==> config.mk <==
export PLATFORM = sky130hd
export DESIGN_NAME = seq_alu
export DESIGN_NICKNAME = d
export VERILOG_FILES = /design/src/rtl/seq_alu_pkg.sv /design/src/rtl/seq_muldiv_unit.sv /design/src/rtl/seq_alu.sv
export SDC_FILE = /design/constraint.sdc
export NUM_CORES = 1
export LEC_CHECK = 0
export CAP_MARGIN = 10
export CORE_MARGIN = 1.5
export CORE_UTILIZATION = 55
export DETAILED_ROUTE_END_ITERATION = 12
export HOLD_SLACK_MARGIN = 0.02
export PLACE_DENSITY = 0.8
export SETUP_SLACK_MARGIN = 0.2
export SKIP_CTS_REPAIR_TIMING = 1
export SLEW_MARGIN = 25
export SYNTH_ARGS = -nofsm -noshare
export SYNTH_HDL_FRONTEND = slang
export SYNTH_SLANG_ARGS = --single-unit
==> constraint.sdc <==
create_clock -name clk -period 2.8 [get_ports clk]
set_clock_uncertainty 0.2 [all_clocks]
set_input_delay 0.42 -clock clk [delete_from_list [all_inputs] [get_ports clk]]
set_output_delay 0.42 -clock clk [all_outputs]
set_load 0.005 [all_outputs]
==> src/rtl/seq_alu_pkg.sv <==
// Shared definitions for seq_alu: opcodes, FSM state encoding and the single-cycle result mux.
// The result function works on MAX_W-bit views, so DATA_WIDTH is limited to 64.
package seq_alu_pkg;

    localparam logic [3:0] ALU_ADD  = 4'd0;
    localparam logic [3:0] ALU_LUI  = 4'd1;
    localparam logic [3:0] ALU_OR   = 4'd2;
    localparam logic [3:0] ALU_SLL  = 4'd3;
    localparam logic [3:0] ALU_SRL  = 4'd4;
    localparam logic [3:0] ALU_SUB  = 4'd5;
    localparam logic [3:0] ALU_AND  = 4'd6;
    localparam logic [3:0] ALU_XOR  = 4'd7;
    localparam logic [3:0] ALU_SRA  = 4'd8;
    localparam logic [3:0] ALU_SLT  = 4'd9;
    localparam logic [3:0] ALU_SLTU = 4'd10;
    localparam logic [3:0] ALU_MUL  = 4'd11;
    localparam logic [3:0] ALU_DIV  = 4'd12;
    localparam logic [3:0] ALU_DIVU = 4'd13;
    localparam logic [3:0] ALU_REM  = 4'd14;
    localparam logic [3:0] ALU_REMU = 4'd15;

    localparam int MAX_W = 64;

    typedef enum logic [1:0] {
        IDLE = 2'd0,
        CALC = 2'd1,
        DONE = 2'd2
    } state_t;

    // Callers pass zero- and sign-extended views of each operand and truncate the return value.
    function automatic logic [MAX_W-1:0] alu_result(
        input logic [3:0]       op,
        input logic [MAX_W-1:0] a_u,
        input logic [MAX_W-1:0] b_u,
        input logic [MAX_W-1:0] a_s,
        input logic [MAX_W-1:0] b_s,
        input logic [5:0]       shamt
    );
        logic [MAX_W-1:0] r;
        r = '0;
        case (op)
            ALU_ADD:  r = a_u + b_u;
            ALU_LUI:  r = b_u << 12;
            ALU_OR:   r = a_u | b_u;
            ALU_SLL:  r = a_u << shamt;
            ALU_SRL:  r = a_u >> shamt;
            ALU_SUB:  r = a_u - b_u;
            ALU_AND:  r = a_u & b_u;
            ALU_XOR:  r = a_u ^ b_u;
            ALU_SRA:  r = $signed(a_s) >>> shamt;
            ALU_SLT:  r = {{(MAX_W-1){1'b0}}, ($signed(a_s) < $signed(b_s))};
            ALU_SLTU: r = {{(MAX_W-1){1'b0}}, (a_u < b_u)};
            default:  r = '0;
        endcase
        return r;
    endfunction

endpackage

==> src/rtl/seq_muldiv_unit.sv <==
// Iterative multiply (shift-add) and restoring divide, one step per cycle for DATA_WIDTH cycles.
// done is high during the final step; result is the post-step value with sign fixup applied.
module seq_muldiv_unit
    import seq_alu_pkg::*;
#(
    parameter int DATA_WIDTH = 32
) (
    input  logic                  clk,
    input  logic                  reset,
    input  logic                  start,
    input  logic [3:0]            op,
    input  logic [DATA_WIDTH-1:0] a,
    input  logic [DATA_WIDTH-1:0] b,
    output logic                  done,
    output logic [DATA_WIDTH-1:0] result
);
    localparam int CNT_W = $clog2(DATA_WIDTH + 1);

    logic [CNT_W-1:0]      count_q;
    logic                  is_mul_q, want_rem_q, neg_quo_q, neg_rem_q;
    logic [DATA_WIDTH-1:0] acc_q, acc_d;   // product accumulator / partial remainder
    logic [DATA_WIDTH-1:0] sh_q, sh_d;     // multiplicand / dividend shifting into quotient
    logic [DATA_WIDTH-1:0] opb_q, opb_d;   // multiplier / divisor magnitude
    logic [DATA_WIDTH:0]   trial;
    logic                  op_signed, a_neg, b_neg;

    assign op_signed = (op == ALU_DIV) || (op == ALU_REM);
    assign a_neg     = op_signed && a[DATA_WIDTH-1];
    assign b_neg     = op_signed && b[DATA_WIDTH-1];

    // NOTE: every signal gets a default before the branches so no path infers a latch.
    always_comb begin : step
        acc_d = acc_q;
        sh_d  = sh_q;
        opb_d = opb_q;
        trial = '0;
        if (is_mul_q) begin
            if (opb_q[0]) acc_d = acc_q + sh_q;
            sh_d  = sh_q << 1;
            opb_d = opb_q >> 1;
        end else begin
            trial = {acc_q, sh_q[DATA_WIDTH-1]} - {1'b0, opb_q};
            if (!trial[DATA_WIDTH]) begin
                acc_d = trial[DATA_WIDTH-1:0];
                sh_d  = {sh_q[DATA_WIDTH-2:0], 1'b1};
            end else begin
                acc_d = {acc_q[DATA_WIDTH-2:0], sh_q[DATA_WIDTH-1]};
                sh_d  = {sh_q[DATA_WIDTH-2:0], 1'b0};
            end
        end
    end

    always_comb begin : fixup
        if (is_mul_q)        result = acc_d;
        else if (want_rem_q) result = neg_rem_q ? -acc_d : acc_d;
        else                 result = neg_quo_q ? -sh_d : sh_d;
    end

    assign done = (count_q == CNT_W'(1));

    // NOTE: datapath registers are reset as well, so a reset mid-operation leaves no stale state.
    // NOTE: sequential state uses non-blocking assignments so all registers sample pre-edge values.
    always_ff @(posedge clk or posedge reset) begin
        if (reset) begin
            count_q    <= '0;
            is_mul_q   <= 1'b0;
            want_rem_q <= 1'b0;
            neg_quo_q  <= 1'b0;
            neg_rem_q  <= 1'b0;
            acc_q      <= '0;
            sh_q       <= '0;
            opb_q      <= '0;
        end else if (start) begin
            count_q    <= CNT_W'(DATA_WIDTH);
            is_mul_q   <= (op == ALU_MUL);
            want_rem_q <= (op == ALU_REM) || (op == ALU_REMU);
            neg_quo_q  <= a_neg ^ b_neg;
            neg_rem_q  <= a_neg;
            acc_q      <= '0;
            sh_q       <= a_neg ? -a : a;
            opb_q      <= b_neg ? -b : b;
        end else if (count_q != '0) begin
            count_q <= count_q - CNT_W'(1);
            acc_q   <= acc_d;
            sh_q    <= sh_d;
            opb_q   <= opb_d;
        end
    end

endmodule

==> src/rtl/seq_alu.sv <==
// Registered execute-stage ALU with valid/ready handshake (IDLE -> [CALC] -> DONE -> IDLE).
// Define SEQ_ALU_MULDIV_EN to build the iterative mul/div datapath; otherwise ops 11-15 return 0.
module seq_alu
    import seq_alu_pkg::*;
#(
    parameter int DATA_WIDTH = 32,
    parameter int SHAMT_W    = $clog2(DATA_WIDTH)
) (
    input  logic                  clk,
    input  logic                  reset,
    input  logic                  valid_i,
    input  logic [3:0]            ALU_Operation_i,
    input  logic [DATA_WIDTH-1:0] A_i,
    input  logic [DATA_WIDTH-1:0] B_i,
    output logic                  ready_o,
    output logic                  valid_o,
    output logic [DATA_WIDTH-1:0] ALU_Result_o,
    output logic                  Zero_o
);
    state_t                state_q, state_d;
    logic                  load, needs_calc, mdu_done;
    logic [DATA_WIDTH-1:0] quick_result, result_d, mdu_result;

    always_comb begin : quick_path
        quick_result = DATA_WIDTH'(alu_result(ALU_Operation_i,
                                              MAX_W'(A_i), MAX_W'(B_i),
                                              MAX_W'($signed(A_i)), MAX_W'($signed(B_i)),
                                              6'(B_i[SHAMT_W-1:0])));
        needs_calc = 1'b0;
`ifdef SEQ_ALU_MULDIV_EN
        // Divide-by-zero and signed overflow resolve immediately instead of iterating.
        if (ALU_Operation_i == ALU_MUL) begin
            needs_calc = 1'b1;
        end else if (ALU_Operation_i inside {ALU_DIV, ALU_DIVU, ALU_REM, ALU_REMU}) begin
            if (B_i == '0) begin
                quick_result = (ALU_Operation_i inside {ALU_DIV, ALU_DIVU}) ? '1 : A_i;
            end else if ((ALU_Operation_i inside {ALU_DIV, ALU_REM}) &&
                         (A_i == {1'b1, {(DATA_WIDTH-1){1'b0}}}) && (B_i == '1)) begin
                quick_result = (ALU_Operation_i == ALU_DIV) ? A_i : '0;
            end else begin
                needs_calc = 1'b1;
            end
        end
`endif
    end

`ifdef SEQ_ALU_MULDIV_EN
    logic mdu_start;
    assign mdu_start = (state_q == IDLE) && valid_i && needs_calc;

    seq_muldiv_unit #(
        .DATA_WIDTH(DATA_WIDTH)
    ) u_muldiv (
        .clk    (clk),
        .reset  (reset),
        .start  (mdu_start),
        .op     (ALU_Operation_i),
        .a      (A_i),
        .b      (B_i),
        .done   (mdu_done),
        .result (mdu_result)
    );
`else
    assign mdu_done   = 1'b0;
    assign mdu_result = '0;
`endif

    always_comb begin : fsm_next
        state_d  = state_q;
        load     = 1'b0;
        result_d = ALU_Result_o;
        ready_o  = (state_q == IDLE);
        valid_o  = (state_q == DONE);
        case (state_q)
            IDLE: begin
                if (valid_i) begin
                    if (needs_calc) begin
                        state_d = CALC;
                    end else begin
                        state_d  = DONE;
                        load     = 1'b1;
                        result_d = quick_result;
                    end
                end
            end
            CALC: begin
                if (mdu_done) begin
                    state_d  = DONE;
                    load     = 1'b1;
                    result_d = mdu_result;
                end
            end
            DONE:    state_d = IDLE;
            default: state_d = IDLE;
        endcase
    end

    // Result and Zero only change on entry to DONE, so intermediate CALC values never leak out.
    always_ff @(posedge clk or posedge reset) begin
        if (reset) begin
            state_q      <= IDLE;
            ALU_Result_o <= '0;
            Zero_o       <= 1'b1;
        end else begin
            state_q <= state_d;
            if (load) begin
                ALU_Result_o <= result_d;
                Zero_o       <= (result_d == '0);
            end
        end
    end

endmodule

==> out/qor.yml, run 1 <==
clock_network:
  cts_buffers: 5
  cts_buffer_depth: 2
  htree_levels: 2
  cts.sinks: 34
  root_buffer: "clkbuf_16"
yosys:
  synth_area_per_cell_sq_um: 7.35
  synth_fp_nets: 1726
  muxShareOfSynthArea_pct: 16.4
  async_flop_share_pct: 100
  synth_top_family_by_area: "compound AO/OA/AOI/OAI gates"
  yosysSeqAreaShare_pct: 7.52
  synthSimpleGateAreaFrac_pct: 20.4
  synth_adder_area_share_pct: 12.7
  synth-edff-count: 0
  synth.distinct_cells: 98
  synth_ff_type: "dfrtp_1"
  synth-xor-area-share_pct: 1.86
  ys_seq_elements: 34
  synth_compound_area_share_pct: 32.1
  ys_warn_count: 0
  syn_area_sq_um: 11300
  synth_cells: 1541
global_routing:
  gr-total-overflow: 195
  grt_max_degree: 45
  grt.total_usage_pct: 79.6
floorplanning:
  die_w_um: 147
  initial_core_util_pct: 56.0
  ios: 106
  die_y_um: 147
  placementRows: 52
placement:
  post_dp_cell_area_sq_um: 16800
  post-dp-hpwl_um: 48600
  portBuffers: 105
  place_ws_ps: -2400
  place.gp.congestion: 1.26
status:
  firstError: "[ERROR GRT-0232] Routing congestion too high. Check the congestion heatmap in the GUI."
  run_status: "aborted with a tool error"
  haltStage: "5_1_grt"
==> per-layer routing <==
metal / GRT overflow / track usage [%]
met5: 0 / 40.0
met4: 81 / 79.7
met3: 1 / 65.3
met2: 110 / 94.5
met1: 3 / 79.6
==> metrics by stage <==
stage | std cells | hold WS (ps)
CTS | 2383 | 297
global placement | 2375 | 264
floorplan | 1541 | 270
detailed placement | 2375 | 277
==> synthesized netlist by cell type, drive strengths merged, types with 12 or more instances <==
cell type  count  area, sq um
dfrtp         33          826
a21o          22          165
clkbuf        71          290
nand4         13         81.3
o211ai        24          180
mux4          39          893
and2          12         75.1
nand2b        16          100
a2111oi       16          141
nor2         166          623
a31oi         16          100
a22oi         18          135
o21ai         79          403
a221oi        22          199
nand2        139          524
inv           98          368
o2111ai       13          114
a211oi        27          208
o31ai         21          158
ha           112         1400
xnor2         22          193
a21oi        135          679
nor3          30          150
mux2i         51          536
o22ai         27          169
nand3         41          205
mux2          37          428
buf           49          348
==> cell families after synthesis <==
logic type      Yosys count
xor+xnor                 24
buf+inv                 221
flops                    34
fa+ha+maj               114
simple gates            492
compound gates          529
mux                     127
==> run 2, diff against run 1 <==
--- a/config.mk
+++ b/config.mk
@@ -7,11 +7,9 @@
 export LEC_CHECK = 0
 export CAP_MARGIN = 10
 export CORE_MARGIN = 1.5
-export CORE_UTILIZATION = 55
+export CORE_UTILIZATION = 40
 export DETAILED_ROUTE_END_ITERATION = 12
-export HOLD_SLACK_MARGIN = 0.02
-export PLACE_DENSITY = 0.8
-export SETUP_SLACK_MARGIN = 0.2
+export PLACE_DENSITY_LB_ADDON = 0.15
 export SKIP_CTS_REPAIR_TIMING = 1
 export SLEW_MARGIN = 25
 export SYNTH_ARGS = -nofsm -noshare
==> constraint.sdc (replaced) <==
create_clock -name clk -period 3.6 [get_ports clk]
set_clock_uncertainty 0.2 [all_clocks]
set_input_delay 0.54 -clock clk [delete_from_list [all_inputs] [get_ports clk]]
set_output_delay 0.54 -clock clk [all_outputs]
set_load 0.005 [all_outputs]
==> out/qor.yml, run 2 <==
clock_network:
  cts_buffers: 5  # unchanged
  cts.sinks: 34  # unchanged
  root_buffer: "clkbuf_16"
  htree_levels: 2  # unchanged
  cts_buffer_depth: 2  # unchanged
  clk_pin_slew_ps: 70
  clock_latency_ps: 300
  cts_tree: "built"
final_layout:
  fin_cells: 2576
  filler_cell_count: 2427
  nets: 2379
  drive_gt1_share_pct: 42.2
  top_register: "ALU_Result_o"
  synthToLayoutAreaGrowth_pct: 66.1
  largestRegisters: "ALU_Result_o (32), Zero_o (1), state_q (1)"
  regArea_sq_um: 852
  multi_input_area_sq_um: 10500
  largest_reg_flops: 32
  layout_common_cells: "buf_4, nor2_1, nand2_1"
  final_common_cell: "buf_4"
power:
  leakage_nw: 8.79
  ir_worst_vdd_uv: 278
  finalPower_mw: 4.09
  power.density_nw_per_um2: 217
detailed_routing:
  ant_nets: 0
  drtIter0Drc: 2295
  route.detailed.drc: 0
  wl_per_cell_um: 26.3
  dr.pass1.iters: 8
  viasPerCell: 6.32
  num_vias: 16300
  drt-total-wl_um: 67800
timing:
  min_period_ps: 4310
  worst_pin_slew_ps: 1130
  timing.fmax_mhz: 232
  setup_ws_ps: -713
  relSlewSlack_pct: 22.6
  finalMaxSlewViolations: 0
  hold_viol: 0
  fin_tns_setup_ps: -1110
  setup_violations: 4
  rsz0062_at_grt: "yes"
  fin_crit_sh_pct: 120
  hold_ws_ps: 286
global_routing:
  grt_pass1_wl_um: 95100
  grt.total_usage_pct: 44.2
  antenna_found_initial: 5
  grt_max_degree: 45
  grt_pass1_vias: 15200
  gr-total-overflow: 0
worst_setup_path:
  cp_cell_sequence: "buf_12, ha_4, fa_2, or2_4, a2111o_1, nand3_2, mux2_4, a41oi_2, a221o_1, a2111oi_4, or4b_4, nor4_4, buf_4, nand4_1, o41ai_4"
  path_max_fanout: 4
  worstReg2RegEnd: "Zero_o"
  worstPathArrival_ps: 4330
  critPathLaunch: "B_i[0]"
  crit_family: "compound AO/OA/AOI/OAI gates"
  cp.depth: 15
  r2r_cells: 12
  cpPeakStageDelay_ps: 520
  endpoint_kind: "flop"
  cp-start-kind: "input pin"
  crit_path_end: "Zero_o"
  critPathRequiredTime_ps: 3620
  cp_slowest_cell: "or4b_4"
  path_class: "in2reg"
  rrSetupSlack_ps: 280
  r2r_start: "state_q[1]"
  cp.buffers_inverters: 2
floorplanning:
  ios: 106  # unchanged
  die_w_um: 171  # +17%
  die_area_sq_um: 29300
  placementRows: 61  # +17%
  die_y_um: 171  # +17%
  initial_core_util_pct: 40.7  # -15 points
  core_area_sq_um: 27900
placement:
  post-dp-hpwl_um: 54100  # +11%
  place.gp.congestion: 1.05  # -17%
  place_inst: 2533  # +6.7%
  portBuffers: 105  # unchanged
yosys:
  synth.distinct_cells: 98  # unchanged
  ys_warn_count: 0  # unchanged
  async_flop_share_pct: 100  # unchanged
  synth.area.top_cells: "ha_1, dfrtp_1, mux4_2"
  synth_top_area_share_pct: 12.4  # unchanged
  synth-edff-count: 0  # unchanged
  yosysMostFrequentCell: "nor2_1"
  yosysSeqAreaShare_pct: 7.52  # unchanged
  synth_common_cells: "nor2_1, nand2_1, a21oi_1"
  synth_cells: 1541  # unchanged
  synth_ff_type: "dfrtp_1"
  syn_area_sq_um: 11300  # unchanged
  synth_area_per_cell_sq_um: 7.35  # unchanged
  ys_seq_elements: 34  # unchanged
  synth_fp_nets: 1726  # unchanged
  yosysTopAreaCell: "ha_1"
run:
  maxCapViolations: 0
status:
  run_status: "finished, violations left"
  violations: "setup timing"
hold_path:
  hold_class: "reg2reg"
[run 2: worst min path at each step]
stage	cells past startpoint	start	to
final	1	ALU_Result_o[1]	ALU_Result_o[1]
after global routing	2	ALU_Result_o[3]	ALU_Result_o[3]
after CTS	1	ALU_Result_o[23]	ALU_Result_o[23]
after detailed placement	1	ALU_Result_o[23]	ALU_Result_o[23]
after global placement	1	ALU_Result_o[1]	ALU_Result_o[1]
after floorplan	2	ALU_Result_o[3]	ALU_Result_o[3]
[run 2: routing by layer]
layer	up-vias	global-route usage, %	wire length [um]
li1	7142	-	-
met1	7787	57.6	26600
met2	1082	69.5	29500
met3	255	9.48	7730
met4	4	20.6	4010
met5	-	0	33
[run 2: report_power, final]
part / leakage (nW) / internal [mW] / switching [mW]
clock network: 0.0940 / 0.399 / 0.208
logic: 8.25 / 1.45 / 1.56
registers: 0.453 / 0.425 / 0.0465
[run 2: cell type report]
cell class	count	area share, %
multi-input combinational	1286	56.0
inverter	101	2.10
tap	378	2.51
antenna	3	0.0399
timing repair buffer	766	33.8
clock buffer	5	0.665
sequential	34	4.53
clock inverter	3	0.366
[run 2: through the flow]
step           worst slack [ps]  instance area, sq um  utilization [%]
6_report                   -713                 18800             67.5
5_1_grt                    -828                 18800             67.5
4_1_cts                   -1620                 17400             62.5
3_5_place_dp              -1900                 17200             61.8
3_3_place_gp              -1800                 17200             61.8
2_1_floorplan              -560                 11500                -
[run 2: cells by family (layout without fill, tap and decap cells)]
| logic type | after synthesis | in the layout | synth area share (%) |
|---|---|---|---|
| AOI/OAI and AO/OA | 529 | 529 | 32.1 |
| xor gates and xnor gates | 24 | 24 | 1.86 |
| adders and majority gates | 114 | 114 | 12.7 |
| buffers and inverters | 221 | 875 | 8.99 |
| DFF | 34 | 34 | 7.52 |
| muxes | 127 | 127 | 16.4 |
| other | 0 | 3 | 0 |
| and+or+nand+nor | 492 | 492 | 20.4 |
Power figures use the tool's default switching activity.
==> run 3, diff against run 2 <==
--- a/config.mk
+++ b/config.mk
@@ -5,6 +5,7 @@
 export SDC_FILE = /design/constraint.sdc
 export NUM_CORES = 1
 export LEC_CHECK = 0
+export ABC_AREA = 1
 export CAP_MARGIN = 10
 export CORE_MARGIN = 1.5
 export CORE_UTILIZATION = 40
==> out/qor.yml, run 3 <==
clock_network:
  cts_buffers: 5  # unchanged
  clock_latency_ps: 290  # about the same
  cts_tree: "built"
  clk_pin_slew_ps: 50  # -20 ps
  htree_levels: 2  # unchanged
  cts.sinks: 34  # unchanged
  cts_buffer_depth: 2  # unchanged
  root_buffer: "clkbuf_16"
yosys:
  synth_top_area_share_pct: 24.8  # +12 points
  synth_ff_type: "dfrtp_1"
  synth_top_family_by_area: "simple AND/OR/NAND/NOR gates"
  yosysSeqAreaShare_pct: 7.12  # -0.40 points
  synth-edff-count: 0  # unchanged
  ys_seq_elements: 34  # unchanged
  synth_compound_area_share_pct: 10.8  # -21 points
  synth_common_cells: "nand2_1, nand3_1, inv_1"
  synth_cells: 2317  # +50%
  async_flop_share_pct: 100  # unchanged
  yosysMostFrequentCell: "nand2_1"
  ys_warn_count: 0  # unchanged
  synth-xor-area-share_pct: 0.220  # -1.6 points
  yosysTopAreaCell: "nand2_1"
  synthSimpleGateAreaFrac_pct: 55.2  # +35 points
  synth_fp_nets: 2502  # +45%
  synth_area_per_cell_sq_um: 5.16  # -30%
  muxShareOfSynthArea_pct: 0  # -16 points
  synth_adder_area_share_pct: 12.0  # -0.68 points
  syn_area_sq_um: 12000  # +5.6%
  synth.distinct_cells: 48  # -51%
  synth.area.top_cells: "nand2_1, nand3_1, ha_1"
global_routing:
  grt_pass1_wl_um: 100000  # +5.4%
  grt_max_degree: 72  # +60%
  antenna_found_initial: 1  # -4
  grt.total_usage_pct: 43.2  # -1.0 points
  grt_pass1_vias: 17100  # +12%
  gr-total-overflow: 0  # unchanged
detailed_routing:
  viasPerCell: 5.58  # -12%
  num_vias: 18000  # +11%
  ant_nets: 0  # unchanged
  drt-total-wl_um: 69100  # +1.8%
  wl_per_cell_um: 21.4  # -19%
  drtIter0Drc: 2119  # -7.7%
  dr.pass1.iters: 8  # unchanged
  route.detailed.drc: 0  # unchanged
worst_setup_path:
  r2r_start: "state_q[1]"
  critPathRequiredTime_ps: 3630  # about the same
  endpoint_kind: "flop"
  cp-start-kind: "input pin"
  rrSetupSlack_ps: 1260  # +980 ps
  path_class: "in2reg"
  r2r_cells: 12  # unchanged
  worstReg2RegEnd: "Zero_o"
  worstPathArrival_ps: 3610  # -720 ps
  path_max_fanout: 4  # unchanged
final_layout:
  nets: 3027  # +27%
  largest_reg_flops: 32  # unchanged
  final_util_pct: 59.9  # -7.6 points
  fin_cells: 3234  # +26%
  drive_gt1_share_pct: 25.3  # -17 points
  top_register: "ALU_Result_o"
  final_common_cell: "nand2_1"
  fin_area_sq_um: 17700  # -5.8%
  largestRegisters: "ALU_Result_o (32), Zero_o (1), state_q (1)"
  filler_cell_count: 3066  # +26%
  synthToLayoutAreaGrowth_pct: 48.1
  layout_common_cells: "nand2_1, buf_4, nand3_1"
timing:
  hold_viol: 0  # unchanged
  finalMaxSlewViolations: 0  # unchanged
  fin_crit_sh_pct: 99.6  # -20 points
  fin_tns_setup_ps: 0  # +1110 ps
  min_period_ps: 3590  # -727 ps
  timing.fmax_mhz: 279  # +20%
  setup_violations: 0  # -4
  worst_pin_slew_ps: 573  # -558 ps
  relSlewSlack_pct: 61.8  # +39 points
floorplanning:
  die_y_um: 176  # +2.7%
  core_area_sq_um: 29600  # +6.1%
  die_w_um: 176  # +2.7%
  ios: 106  # unchanged
  die_area_sq_um: 31000  # +5.5%
  placementRows: 63  # +3.3%
  initial_core_util_pct: 40.5  # -0.18 points
status:
  run_status: "complete, no violations"
hold_path:
  min_to: "ALU_Result_o[3]"
  hold_path_depth: 2  # +1
  hp-start: "ALU_Result_o[3]"
  hold_class: "reg2reg"
placement:
  portBuffers: 105  # unchanged
  place.gp.congestion: 1.08  # +2.5%
  place_inst: 3206  # +27%
  post_dp_cell_area_sq_um: 16700  # -2.9%
  post-dp-hpwl_um: 57500  # +6.3%
power:
  leakage_nw: 9.88  # +12%
  ir_worst_vdd_uv: 171  # -38%
  power.density_nw_per_um2: 213  # -1.9%
run:
  maxCapViolations: 0  # unchanged
==> run 3: changes by cell type in the layout (fill, tap and decap cells not counted), moves of 36 or more <==
cell | before | now
nand2_1 | 134 | 767
nand3_1 | 40 | 388
inv_1 | 80 | 290
buf_4 | 628 | 502
mux2i_1 | 46 | 0
nand2_2 | 5 | 49
mux4_2 | 36 | 0
==> run 3: layout make-up <==
type	count	area, sq um	share of cell area, %
Clock buffer	7	133	0.749
Inverter	316	1190	6.72
Multi-Input combinational cell	1869	10000	56.5
Tap cell	390	488	2.75
Clock inverter	1	30.0	0.169
Timing Repair Buffer	616	5010	28.3
Antenna cell	1	2.50	0.0141
Sequential cell	34	852	4.81
==> run 3: how the worst max path moves through the flow <==
stage,slack (ps),from,cells after the start,end
after global placement,-930,A_i[7],23,Zero_o
after global routing,-90,A_i[1],18,Zero_o
after detailed placement,-850,A_i[7],23,Zero_o
after floorplan,410,B_i[4],23,Zero_o
final,10,A_i[1],18,Zero_o
after CTS,-580,A_i[7],23,Zero_o
==> run 3: logic make-up after synthesis <==
logic type / Yosys count
AOI/OAI and AO/OA: 231
xor gates and xnor gates: 3
adders and majority gates: 114
buffers and inverters: 415
DFF: 34
and+or+nand+nor: 1520
==> run 3: where the power goes <==
group	internal (mW)	switching, mW	total [mW]	leakage, nW
sequential	0.432	0.0359	0.468	0.450
combinational	1.19	1.62	2.81	9.35
clock	0.328	0.173	0.501	0.0781
==> run 3: critical path, stage by stage <==
cell and delay, ps:
clkdlybuf4s50_1 550, inv_1 120, fa_2 420, o21ai_2 160, nand3b_1 110, nand2_2 170
nand2_2 80, nand2_2 100, nand2_1 70, nand3_2 120, nand4_1 240, a21oi_2 260
nand2_1 80, nor2_2 140, nand3_2 150, nor2_2 120, nand3_1 80, nand2_1 70
==> run 3: stage by stage <==
| stage | power (mW) | setup WS (ps) | hold WS, ps |
|---|---|---|---|
| after global placement | 3.00 | -928 | 274 |
| after global routing | 3.98 | -87.4 | 296 |
| final | 3.78 | 14.4 | 297 |
| after floorplan | 1.64 | 413 | 257 |
| after CTS | 3.52 | -577 | 284 |
| after detailed placement | 3.01 | -851 | 276 |
==> run 3: layer usage <==
layer / up-vias / track usage (%) / share of wire, %
met1: 8354 / 57.6 / 41
met5: - / 0 / 0
met3: 193 / 7.13 / 9.9
li1: 8486 / - / -
met4: 0 / 17.4 / 4.8
met2: 1009 / 68.9 / 44
